File: src/rtl/usb_hub_pkg.sv
// Shared definitions for the hub's USB line logic: tx states, line encodings, CRC16 constants
// and the NRZI helper.
package usb_hub_pkg;

    typedef enum logic [2:0] {
        StIdle,
        StSync,
        StData,
        StCrc,
        StEop1,
        StEop2,
        StEopJ
    } tx_state_e;

    localparam logic [7:0] SYNC_PATTERN = 8'h80;

    // Line encodings as {plus, minus}
    localparam logic [1:0] LINE_J   = 2'b10;
    localparam logic [1:0] LINE_K   = 2'b01;
    localparam logic [1:0] LINE_SE0 = 2'b00;

    localparam logic [15:0] CRC16_POLY = 16'h8005;
    localparam logic [15:0] CRC16_INIT = 16'hFFFF;

    // NRZI: a 0 toggles J<->K, a 1 holds the line.
    function automatic logic [1:0] nrzi_next(input logic [1:0] line, input logic data_bit);
        if (data_bit) begin
            return line;
        end
        return (line == LINE_J) ? LINE_K : LINE_J;
    endfunction

endpackage

File: src/rtl/usb_crc16.sv
// Bitwise serial USB CRC16 (x^16+x^15+x^2+1), data bits fed LSB first.
module usb_crc16
    import usb_hub_pkg::*;
(
    input  logic        hi_clock,
    input  logic        reset,
    input  logic        clear,
    input  logic        enable,
    input  logic        data_bit,
    output logic [15:0] crc
);

    logic feedback;

    assign feedback = data_bit ^ crc[15];

    always_ff @(posedge hi_clock or posedge reset) begin
        if (reset) begin
            crc <= CRC16_INIT;
        end else if (clear) begin
            crc <= CRC16_INIT;
        end else if (enable) begin
            crc <= {crc[14:0], 1'b0} ^ (feedback ? CRC16_POLY : 16'h0000);
        end
    end

endmodule

File: src/rtl/usb_fs_tx.sv
// Full-speed USB serial transmitter: SYNC, NRZI + bit-stuffed data LSB first, EOP.
// Define USB_TX_CRC16_EN to append the inverted CRC16 over the bytes after the PID.
module usb_fs_tx
    import usb_hub_pkg::*;
#(
    parameter int unsigned CLKS_PER_BIT = 4
) (
    input  logic       hi_clock,
    input  logic       reset,
    input  logic [7:0] tx_data,
    input  logic       tx_valid,
    input  logic       tx_last,
    output logic       tx_ready,
    output logic       host_tx_plus,
    output logic       host_tx_minus,
    output logic       tx_oe,
    output logic       tx_busy,
    output logic       tx_underrun
);

    localparam int unsigned CntW = (CLKS_PER_BIT > 2) ? $clog2(CLKS_PER_BIT) : 1;
    localparam logic [CntW-1:0] CntMax = CntW'(CLKS_PER_BIT - 1);

    tx_state_e       state;
    logic [CntW-1:0] bit_cnt;
    logic [3:0]      bit_idx;
    logic [2:0]      ones;
    logic [1:0]      line;
    logic [6:0]      shift_rest;
    logic [7:0]      hold_data;
    logic            hold_full;
    logic            hold_last;
    logic            cur_last;
    logic            last_seen;
    logic            underrun_q;
    logic            strobe;
    logic            accept;
    logic            sync_bit;

`ifdef USB_TX_CRC16_EN
    logic        payload;
    logic        stuff;
    logic        cur_bit;
    logic [14:0] crc_rest;
    logic [15:0] crc_val;
    logic [15:0] crc_inv;
    logic        crc_en;
    logic        crc_clear;

    // Feed each payload data bit once, in the first cycle of its bit period.
    assign crc_en    = (state == StData) && (bit_cnt == '0) && !stuff && payload;
    assign crc_clear = (state == StIdle);
    assign crc_inv   = ~crc_val;

    usb_crc16 u_crc16 (
        .hi_clock (hi_clock),
        .reset    (reset),
        .clear    (crc_clear),
        .enable   (crc_en),
        .data_bit (cur_bit),
        .crc      (crc_val)
    );
`endif

    assign strobe   = (bit_cnt == CntMax);
    assign tx_ready = !hold_full && !last_seen &&
                      ((state == StIdle) || (state == StSync) || (state == StData));
    assign accept   = tx_valid && tx_ready;
    assign sync_bit = SYNC_PATTERN[bit_idx[2:0] + 3'd1];

    assign host_tx_plus  = line[1];
    assign host_tx_minus = line[0];
    assign tx_busy       = (state != StIdle);
    assign tx_oe         = (state != StIdle);
    assign tx_underrun   = underrun_q;

    always_ff @(posedge hi_clock or posedge reset) begin
        if (reset) begin
            state      <= StIdle;
            bit_cnt    <= '0;
            bit_idx    <= '0;
            ones       <= '0;
            line       <= LINE_J;
            shift_rest <= '0;
            hold_data  <= '0;
            hold_full  <= 1'b0;
            hold_last  <= 1'b0;
            cur_last   <= 1'b0;
            last_seen  <= 1'b0;
            underrun_q <= 1'b0;
`ifdef USB_TX_CRC16_EN
            payload    <= 1'b0;
            stuff      <= 1'b0;
            cur_bit    <= 1'b0;
            crc_rest   <= '0;
`endif
        end else begin
            underrun_q <= 1'b0;
            if (accept) begin
                hold_data <= tx_data;
                hold_last <= tx_last;
                hold_full <= 1'b1;
                if (tx_last) begin
                    last_seen <= 1'b1;
                end
            end
            if (state != StIdle) begin
                bit_cnt <= strobe ? '0 : bit_cnt + 1'b1;
            end

            case (state)
                StIdle: begin
                    if (accept) begin
                        state   <= StSync;
                        line    <= nrzi_next(LINE_J, SYNC_PATTERN[0]);
                        bit_idx <= '0;
                        ones    <= '0;
                    end
                end

                StSync: begin
                    if (strobe) begin
                        if (bit_idx == 4'd7) begin
                            // The PID is always waiting in the holding register here.
                            state      <= StData;
                            shift_rest <= hold_data[7:1];
                            line       <= nrzi_next(line, hold_data[0]);
                            ones       <= hold_data[0] ? ones + 3'd1 : 3'd0;
                            cur_last   <= hold_last;
                            hold_full  <= 1'b0;
                            bit_idx    <= '0;
`ifdef USB_TX_CRC16_EN
                            payload    <= 1'b0;
                            stuff      <= 1'b0;
                            cur_bit    <= hold_data[0];
`endif
                        end else begin
                            bit_idx <= bit_idx + 4'd1;
                            line    <= nrzi_next(line, sync_bit);
                            ones    <= sync_bit ? ones + 3'd1 : 3'd0;
                        end
                    end
                end

                StData: begin
                    if (strobe) begin
                        if (ones == 3'd6) begin
                            line <= nrzi_next(line, 1'b0);
                            ones <= '0;
`ifdef USB_TX_CRC16_EN
                            stuff <= 1'b1;
`endif
                        end else if (bit_idx != 4'd7) begin
                            bit_idx    <= bit_idx + 4'd1;
                            shift_rest <= {1'b0, shift_rest[6:1]};
                            line       <= nrzi_next(line, shift_rest[0]);
                            ones       <= shift_rest[0] ? ones + 3'd1 : 3'd0;
`ifdef USB_TX_CRC16_EN
                            stuff      <= 1'b0;
                            cur_bit    <= shift_rest[0];
`endif
                        end else if (cur_last) begin
`ifdef USB_TX_CRC16_EN
                            // USB sends the CRC register high bit first (reflected LSB first).
                            if (payload) begin
                                state    <= StCrc;
                                bit_idx  <= '0;
                                line     <= nrzi_next(line, crc_inv[15]);
                                ones     <= crc_inv[15] ? ones + 3'd1 : 3'd0;
                                crc_rest <= crc_inv[14:0];
                                stuff    <= 1'b0;
                            end else
`endif
                            begin
                                state <= StEop1;
                                line  <= LINE_SE0;
                            end
                        end else if (hold_full) begin
                            shift_rest <= hold_data[7:1];
                            line       <= nrzi_next(line, hold_data[0]);
                            ones       <= hold_data[0] ? ones + 3'd1 : 3'd0;
                            cur_last   <= hold_last;
                            hold_full  <= 1'b0;
                            bit_idx    <= '0;
`ifdef USB_TX_CRC16_EN
                            payload    <= 1'b1;
                            stuff      <= 1'b0;
                            cur_bit    <= hold_data[0];
`endif
                        end else begin
                            underrun_q <= 1'b1;
                            state      <= StEop1;
                            line       <= LINE_SE0;
                        end
                    end
                end

`ifdef USB_TX_CRC16_EN
                StCrc: begin
                    if (strobe) begin
                        if (ones == 3'd6) begin
                            line <= nrzi_next(line, 1'b0);
                            ones <= '0;
                        end else if (bit_idx != 4'd15) begin
                            bit_idx  <= bit_idx + 4'd1;
                            crc_rest <= {crc_rest[13:0], 1'b0};
                            line     <= nrzi_next(line, crc_rest[14]);
                            ones     <= crc_rest[14] ? ones + 3'd1 : 3'd0;
                        end else begin
                            state <= StEop1;
                            line  <= LINE_SE0;
                        end
                    end
                end
`endif

                StEop1: begin
                    if (strobe) begin
                        state <= StEop2;
                    end
                end

                StEop2: begin
                    if (strobe) begin
                        state <= StEopJ;
                        line  <= LINE_J;
                    end
                end

                StEopJ: begin
                    if (strobe) begin
                        state     <= StIdle;
                        last_seen <= 1'b0;
                    end
                end

                default: begin
                    state <= StIdle;
                    line  <= LINE_J;
                end
            endcase
        end
    end

endmodule

File: config.mk
export PLATFORM = sky130hd
export DESIGN_NAME = usb_fs_tx
export DESIGN_NICKNAME = d
export VERILOG_FILES = /design/src/rtl/usb_hub_pkg.sv /design/src/rtl/usb_crc16.sv /design/src/rtl/usb_fs_tx.sv
export SDC_FILE = /design/constraint.sdc
export NUM_CORES = 1
export LEC_CHECK = 0
export BUFFER_PORTS_ARGS = -buffer_cell sky130_fd_sc_hd__buf_2
export CAP_MARGIN = 20
export CELL_PAD_IN_SITES_DETAIL_PLACEMENT = 0
export CELL_PAD_IN_SITES_GLOBAL_PLACEMENT = 2
export CORE_AREA = 2 2 76 78
export CTS_CLUSTER_DIAMETER = 40
export DETAILED_ROUTE_END_ITERATION = 12
export DIE_AREA = 0 0 78 80
export PLACE_DENSITY = 0.78
export SLEW_MARGIN = 20
export SYNTH_ARGS = -nofsm -noshare
export SYNTH_HDL_FRONTEND = slang
export SYNTH_HIERARCHICAL = 1
export SYNTH_SLANG_ARGS = --single-unit
File: constraint.sdc
create_clock -name hi_clock -period 4.7 [get_ports hi_clock]
set_clock_uncertainty 0.05 [all_clocks]
set_input_delay 1.175 -clock hi_clock [delete_from_list [all_inputs] [get_ports hi_clock]]
set_output_delay 1.175 -clock hi_clock [all_outputs]
set_load 0.05 [all_outputs]
==> results.ini, run 1 <==
[logic_synthesis]
syn-num-nets = 231
syn_avg_cell_area_um2 = 9.50
synthesis.area_um2 = 2030
synth_flop_cell = dfrtp_1
synth_cell_types = 59
ys_ff_latch = 34
ys_seq_area_share_pct = 41.9
synth_edf_count = 0
async_reset_ff_share_pct = 100
netlist_instances = 214
yosys_warnings = 6

[route]
drtIter0Drc = 78
viasPerCell = 5.19
ant_nets = 0
drc = 0
wl_mm = 4.44
dr.pass1.iters = 4
wl_per_cell_um = 14.7
vias = 1562

[placed_design]
io_buffers = 17
hpwlAfterDp_mm = 3.10
place_area_um2 = 2150
routabilityCongestion = 0.766

[setup_path]
r2r-end = shift_rest[6]
critPathLaunchType = register
crit_path_end_kind = output pin
crit_arrival_ns = 1.67
critPathMaxFanout = 14
ff2ff_path_depth = 5
critPathLaunch = state[0]
regToRegSetupSlack_ns = 2.31
worstSetupPathType = register to output pin
critPathRequiredTime_ns = 3.47
critPathCapture = tx_ready
worstReg2RegStart = bit_idx[0]

[power_and_ir_drop]
p_total_w = 0.000905
leakage_nw = 0.987
clockPowerShare_pct = 30.5
netSwitchingFraction_pct = 32.7
p_switching_w = 0.000296
seq_power_share_pct = 46.5
power_density_nw_per_um2 = 401
p_comb_share_pct = 23.0
vdd_drop_max_uv = 224
internal_power_w = 0.000610

[cells_and_area]
finalNetCount = 246
drive_above_1_share_pct = 19.7
n_antenna_cell = 0
final_common_cell = nand2_1
area_growth_pct = 11.1
seqCellArea_um2 = 852
design_area_um2 = 2260
final_cell_mix = nand2_1, dfrtp_1, buf_2
fin_util_pct = 41.8
fillers = 569
multi_input_area_um2 = 1080

[timing]
final-hold-violation-count = 0
tightest_slew_ns = 0.844
setup_tns_ns = 0
fin_crit_ns = 2.90
whs_ns = 0.428
setup_viol = 0
drv_slew = 0
post-route-period-util_pct = 61.6
fmax_mhz = 345
slew_headroom_pct = 43.3
grt_setup_unrepaired = false

[floorplan]
start_util_pct = 37.6
design.die.area_um2 = 6240
die_w_um = 78
die_h_um = 80
rows = 27
io_pins = 18
core_area_um2 = 5410

[global_route]
overflow = 0
grt_max_degree = 35
grt_pass1_wl_mm = 7.68
track_usage_pct = 15.9
grt_pass1_vias = 1542
antenna_found_initial = 0

[clock_tree]
clk_path_buf_depth = 2
ctsResizeCount = 0
h-tree-depth = 2
cts_tree = done
cts_root_buf = clkbuf_8
clk_pin_slew_ns = 0.07
clk-insertion-delay-late_ns = 0.28
cts_hold_buf = 0
cts_buffers = 5
cts_sinks = 34
cts_setup_buffers = 0

[hold_path]
hp-class = register to register

[run]
maxCapViolations = 0

[run_status]
status = completed

worst max-delay path, cell delays in order, from the launching register on:
cell and delay [ns]:
dfrtp_1 0.61, a21oi_4 0.30, nor3b_1 0.19, buf_2 0.29
layer usage:
metal,track usage (%),vias up,share of wire [%]
li1,-,791,-
met1,23.1,733,52
met2,23.5,33,43
met3,3.39,5,4.2
met4,4.74,0,0.95
met5,0,-,0
registers in the layout, summed over array words and instances (netlist names):
| signal | flops |
|---|---|
| hold_full | 1 |
| hold_last | 1 |
| bit_cnt | 2 |
| state | 3 |
| ones | 3 |
| bit_idx | 4 |
| hold_data | 8 |
| line | 2 |
| tx_underrun | 1 |
| cur_last | 1 |
| shift_rest | 7 |
| last_seen | 1 |
power groups by stage:
stage                     sequential, W  combinational, W  clock, W
after CTS                      0.000421          0.000209  0.000287
after detailed placement       0.000426          0.000208         0
after global routing           0.000431          0.000233  0.000303
final                          0.000421          0.000208  0.000276
after floorplan                0.000438          0.000136         0
after global placement         0.000427          0.000209         0
cell type report:
type	instances	share of cell area [%]
Multi-Input combinational cell	161	47.7
Sequential cell	34	37.7
Timing Repair Buffer	18	4.10
Tap cell	72	3.99
Clock buffer	6	3.65
Inverter	9	1.50
Clock inverter	1	1.33
cell usage after synthesis (2+ instances only):
master / n / area share [%]
nand4_1: 3 / 0.92
nand2_1: 48 / 8.9
or3b_1: 2 / 0.86
a21oi_1: 6 / 1.5
a21o_1: 2 / 0.74
buf_6: 3 / 1.7
or2_1: 2 / 0.62
o22ai_1: 3 / 0.92
and2_1: 2 / 0.62
dfrtp_1: 33 / 41
mux2i_1: 7 / 3.4
nand2b_1: 2 / 0.62
o21ai_0: 15 / 3.7
ha_1: 5 / 3.1
nor3b_2: 2 / 1.2
nand4b_1: 3 / 1.3
buf_2: 4 / 0.98
nor2b_1: 4 / 1.2
nor3_1: 5 / 1.2
o21ai_1: 5 / 1.2
nand3_1: 3 / 0.74
o31ai_1: 2 / 0.74
clkbuf_1: 2 / 0.37
a31oi_1: 4 / 1.2
inv_1: 8 / 1.5
nor2_1: 6 / 1.1
through the flow:
step,cells,setup slack (ns)
2_1_floorplan,214,1.54
3_3_place_gp,294,2.12
3_5_place_dp,294,2.11
4_1_cts,301,1.79
5_1_grt,301,1.68
6_report,301,1.80
logic make-up after synthesis:
| kind of cell | Yosys count | share of synthesized area, % |
|---|---|---|
| AO/OA/AOI/OAI | 54 | 19.9 |
| XOR/XNOR | 2 | 1.78 |
| adder cells (fa/ha/maj) | 5 | 3.08 |
| buffers and inverters | 19 | 5.05 |
| flip-flops | 34 | 41.9 |
| multiplexers | 9 | 4.74 |
| AND/OR/NAND/NOR | 91 | 23.6 |
worst min path at each step:
stage | startpoint | end | slack [ns] | cells past startpoint
after floorplan | hold_last | hold_last | 0.39 | 2
after global placement | hold_last | hold_last | 0.40 | 2
after detailed placement | hold_data[7] | hold_data[7] | 0.41 | 2
after CTS | hold_data[7] | hold_data[7] | 0.43 | 2
after global routing | hold_last | hold_last | 0.45 | 2
final | hold_data[7] | hold_data[7] | 0.43 | 2
No activity file was read; power rests on OpenSTA's default activity.
==> inputs of run 2 (changes only) <==
CORE_AREA = 2 2 81 83   (was 2 2 76 78)
DIE_AREA = 0 0 83 85   (was 0 0 78 80)
PLACE_DENSITY = 0.73   (was 0.78)
clock period = 2.4 ns   (was 4.7 ns; I/O delays follow)
==> results.ini, run 2 (same netlist as run 1, synthesis figures left out) <==
[run_status]
status = completed  ; unchanged

[route]
viasPerCell = 5.08  ; was 5.19
drc = 0  ; unchanged
dr.pass1.iters = 4  ; unchanged
ant_nets = 0  ; unchanged
drtIter0Drc = 85  ; was 78
vias = 1586  ; was 1,562
wl_per_cell_um = 14.8  ; was 14.7 um
wl_mm = 4.61  ; was 4.44 mm

[timing]
grt_setup_unrepaired = false  ; unchanged
fmax_mhz = 441
setup_viol = 0  ; unchanged
post-route-period-util_pct = 94.4
slew_headroom_pct = 61.7  ; was 43.3%
drv_slew = 0  ; unchanged
whs_ns = 0.344  ; was 0.428 ns
fin_crit_ns = 2.27
final-hold-violation-count = 0  ; unchanged
tightest_slew_ns = 0.574  ; was 0.844 ns
setup_tns_ns = 0  ; unchanged

[global_route]
overflow = 0  ; unchanged
grt_pass1_vias = 1586  ; was 1,542
antenna_found_initial = 0  ; unchanged
grt_max_degree = 35  ; unchanged
track_usage_pct = 14.2  ; was 15.9%
grt_pass1_wl_mm = 7.96  ; was 7.68 mm

[setup_path]
worstSetupPathType = register to output pin  ; unchanged
critPathBufInv = 1  ; unchanged
regToRegSetupSlack_ns = 0.28  ; was 2.31 ns
critPathTopFamily = flip-flops  ; unchanged
worstReg2RegStart = state[2]  ; was bit_idx[0]
critPathLaunchType = register  ; unchanged
crit_path_end_kind = output pin  ; unchanged
crit_arrival_ns = 1.62  ; was 1.67 ns
ff2ff_path_depth = 6  ; was 5
cp.depth = 3  ; unchanged
r2r-end = state[2]  ; was shift_rest[6]
critical-path-max-stage-delay_ns = 0.58  ; was 0.61 ns
critPathMaxFanout = 13  ; was 14
critPathRequiredTime_ns = 1.75  ; was 3.47 ns
path_cells = a21oi_4 -> nor3b_2 -> buf_2  ; was a21oi_4 -> nor3b_1 -> buf_2
cp_slowest_cell = dfrtp_1  ; unchanged

[cells_and_area]
final_cell_mix = nand2_1, dfrtp_1, buf_2  ; unchanged
area_growth_pct = 15.1  ; was 11.1%
fillers = 659  ; was 569
final_common_cell = nand2_1  ; unchanged
largest_reg_flops = 8  ; unchanged
n_antenna_cell = 0  ; unchanged
finalNetCount = 251  ; was 246
top_regs = hold_data x8, shift_rest x7, bit_idx x4  ; unchanged
design_area_um2 = 2340  ; was 2260 um2
drive_above_1_share_pct = 23.4  ; was 19.7%
top_register = hold_data  ; unchanged

[floorplan]
start_util_pct = 32.8  ; was 37.6%
io_pins = 18  ; unchanged
die_w_um = 83  ; was 78 um
rows = 29  ; was 27
die_h_um = 85  ; was 80 um
core_area_um2 = 6200  ; was 5410 um2
design.die.area_um2 = 7060  ; was 6240 um2

[power_and_ir_drop]
power_density_nw_per_um2 = 807  ; was 401 nW/um2
vdd_drop_max_uv = 465  ; was 224 uV
leakage_nw = 1.03  ; was 0.987 nW
p_total_w = 0.00189  ; was 0.000905 W

[clock_tree]
cts_buffers = 5  ; unchanged
clk_path_buf_depth = 2  ; unchanged
clk-insertion-delay-late_ns = 0.29  ; was 0.28 ns
cts_root_buf = clkbuf_8  ; unchanged
cts_hold_buf = 0  ; unchanged
cts_tree = done  ; unchanged
clk_pin_slew_ns = 0.08  ; was 0.07 ns
h-tree-depth = 2  ; unchanged
cts_sinks = 34  ; unchanged

[placed_design]
place_area_um2 = 2200  ; was 2150 um2
hpwlAfterDp_mm = 3.32  ; was 3.10 mm
routabilityCongestion = 0.776  ; was 0.766
io_buffers = 17  ; unchanged

[run]
maxCapViolations = 0  ; unchanged

[hold_path]
hp-class = primary input to async pin  ; was register to register

[run 2: metal layers]
metal	vias up	routed length [um]	track usage (%)
met2	29	2050	20.8
met3	4	198	2.82
met4	0	58	6.26
li1	804	-	-
met1	749	2300	20.4
met5	-	0	0
[run 2: worst min-delay path, cell delays in order]
cell and delay [ns]:
buf_2 0.09, inv_1 0.04, buf_4 0.38
[run 2: layout make-up]
cell class	instances	area (um2)	area share [%]
Multi-Input combinational cell	161	1090	46.5
Sequential cell	34	855	36.5
Timing Repair Buffer	23	130	5.56
Tap cell	77	96.3	4.12
Clock buffer	5	68.8	2.94
Clock inverter	3	68.8	2.94
Inverter	9	33.8	1.44
[run 2: worst max path at each step]
stage / from / endpoint / slack [ns]
final: state[2] / tx_ready / 0.13
after global placement: bit_idx[0] / shift_rest[6] / 0.20
after global routing: state[2] / tx_ready / 0.03
after floorplan: state[0] / tx_ready / 0.32
after CTS: state[0] / tx_ready / 0.05
after detailed placement: bit_idx[0] / shift_rest[4] / 0.08
[run 2: repair_timing]
action / 4_1_cts / 5_1_grt
buffers inserted: 0 / 0
endpoints found under the setup margin: 0 / 11
gates resized for setup: 0 / 3
[run 2: per-stage QoR]
step / worst slack, ns / utilization [%] / std cells
finish: 0.134 / 37.7 / 312
global route: 0.0322 / 37.7 / 312
detailed placement: 0.0789 / 35.4 / 304
global placement: 0.198 / 35.4 / 304
floorplan: 0.316 / - / 214
CTS: 0.0540 / 37.6 / 312
[run 2: power breakdown]
group	total (W)	switching (W)	internal, W	leakage (nW)
Sequential	0.000826	0.000118	0.000708	0.427
Combinational	0.000409	0.000253	0.000156	0.531
Clock	0.000653	0.000237	0.000417	0.0683
Total	0.00189	0.000607	0.00128	1.03
==> inputs of run 3 (changes only) <==
PLACE_DENSITY = default   (was 0.73)
PLACE_DENSITY_LB_ADDON = 0.1   (was default)
==> results.ini, run 3 (same netlist as run 1, synthesis figures left out) <==
[route]
ant_nets = 0  ; unchanged
wl_mm = 4.58  ; was 4.61 mm
vias = 1596  ; was 1,586
drc = 0  ; unchanged
dr.pass1.iters = 4  ; unchanged
viasPerCell = 5.17  ; was 5.08
drtIter0Drc = 84  ; was 85
wl_per_cell_um = 14.8  ; about the same

[timing]
drv_slew = 0  ; unchanged
setup_viol = 0  ; unchanged
finalWorstSetupSlack_ns = 0.171  ; was 0.134 ns
fmax_mhz = 449  ; was 441 MHz
whs_ns = 0.343  ; was 0.344 ns
tightest_slew_ns = 0.547  ; was 0.574 ns
post-route-period-util_pct = 92.9  ; was 94.4%
grt_setup_unrepaired = false  ; unchanged
fin_crit_ns = 2.23  ; was 2.27 ns
setup_tns_ns = 0  ; unchanged
slew_headroom_pct = 63.5  ; was 61.7%
final-hold-violation-count = 0  ; unchanged

[clock_tree]
cts_setup_buffers = 0  ; unchanged
cts_root_buf = clkbuf_8  ; unchanged
cts_hold_buf = 0  ; unchanged
ctsResizeCount = 0  ; unchanged
cts_tree = done  ; unchanged
cts_sinks = 34  ; unchanged
cts_buffers = 5  ; unchanged
clk-insertion-delay-late_ns = 0.29  ; about the same
clk_path_buf_depth = 2  ; unchanged
h-tree-depth = 2  ; unchanged
clk_pin_slew_ns = 0.07  ; was 0.08 ns

[power_and_ir_drop]
p_comb_share_pct = 22.2  ; was 21.7%
power_density_nw_per_um2 = 807  ; about the same
leakage_nw = 1.01  ; was 1.03 nW
clockPowerShare_pct = 33.9  ; was 34.6%
p_total_w = 0.00188  ; was 0.00189 W
netSwitchingFraction_pct = 31.9  ; was 32.2%
internal_power_w = 0.00128  ; about the same
p_switching_w = 0.000601  ; was 0.000607 W
seq_power_share_pct = 44.0  ; was 43.7%
vdd_drop_max_uv = 406  ; was 465 uV

[setup_path]
crit_arrival_ns = 1.58  ; was 1.62 ns
worstSetupPathType = register to output pin  ; unchanged
critPathMaxFanout = 14  ; was 13
crit_path_end_kind = output pin  ; unchanged
critPathRequiredTime_ns = 1.75  ; about the same
critPathLaunchType = register  ; unchanged

[floorplan]
io_pins = 18  ; unchanged
core_area_um2 = 6200  ; unchanged
die_h_um = 85  ; unchanged
die_w_um = 83  ; unchanged
design.die.area_um2 = 7060  ; unchanged
start_util_pct = 32.8  ; unchanged
rows = 29  ; unchanged

[global_route]
antenna_found_initial = 0  ; unchanged
overflow = 0  ; unchanged
grt_pass1_wl_mm = 7.74  ; was 7.96 mm
track_usage_pct = 13.6  ; was 14.2%
grt_max_degree = 35  ; unchanged
grt_pass1_vias = 1534  ; was 1,586

[placed_design]
hpwlAfterDp_mm = 3.39  ; was 3.32 mm
dp_slack_ns = 0.0676  ; was 0.0789 ns
io_buffers = 17  ; unchanged
routabilityCongestion = 0.802  ; was 0.776

[cells_and_area]
n_antenna_cell = 0  ; unchanged
area_growth_pct = 14.6  ; was 15.1%
top_regs = hold_data x8, shift_rest x7, bit_idx x4  ; unchanged
drive_above_1_share_pct = 22.8  ; was 23.4%
top_register = hold_data  ; unchanged
largest_reg_flops = 8  ; unchanged
final_cell_mix = nand2_1, dfrtp_1, buf_2  ; unchanged
finalNetCount = 248  ; was 251
final_common_cell = nand2_1  ; unchanged

[run]
maxCapViolations = 0  ; unchanged

[run_status]
status = completed  ; unchanged

[hold_path]
hp-class = primary input to async pin  ; unchanged

-- run 3: power by group through the flow --
stage	clock, W	sequential [W]	combinational (W)
final	0.000637	0.000828	0.000417
after global routing	0.000687	0.000854	0.000462
after detailed placement	0	0.000840	0.000418
after floorplan	0	0.000860	0.000268
after global placement	0	0.000834	0.000414
after CTS	0.000650	0.000829	0.000419
-- run 3: worst paths after layout --
kind | start | to | slack, ns | depth (start not counted)
max in group asynchronous | reset | state[2] | 1.62 | 3
setup / recovery | state[0] | tx_ready | 0.17 | 3
hold reg to reg | hold_data[3] | hold_data[3] | 0.43 | 2
min in group hi_clock | hold_data[3] | hold_data[3] | 0.43 | 2
setup reg to reg | bit_idx[0] | state[2] | 0.34 | 6
hold / removal | reset | ones[1] | 0.34 | 3
-- run 3: cell type report --
type	count	area (um2)
fillers	627	3870
multi-input cells	161	1100
flip-flops and latches	34	856
repair buffers	20	108
well taps	77	96.3
clock buffers	5	68.8
clock inverters	3	68.8
inverters	9	33.8
-- run 3: through the flow --
stage          cells  instance area [um2]  utilization (%)
2_1_floorplan    214                 2040                -
3_3_place_gp     301                 2170             35.0
3_5_place_dp     301                 2170             35.0
4_1_cts          309                 2310             37.2
5_1_grt          309                 2330             37.6
6_report         309                 2330             37.6
-- run 3: metal layers --
| metal | up-vias | track usage, % | part of all wire, % |
|---|---|---|---|
| li1 | 793 | - | - |
| met1 | 770 | 19.3 | 49 |
| met2 | 27 | 20.7 | 46 |
| met3 | 6 | 3.21 | 3.8 |
| met4 | 0 | 4.47 | 1.3 |
| met5 | - | 0 | 0 |
-- run 3: critical path, stage by stage, from the launching register on --
cell and delay, ns:
dfrtp_2 0.56, a21oi_4 0.27, nor3b_2 0.18, buf_2 0.28
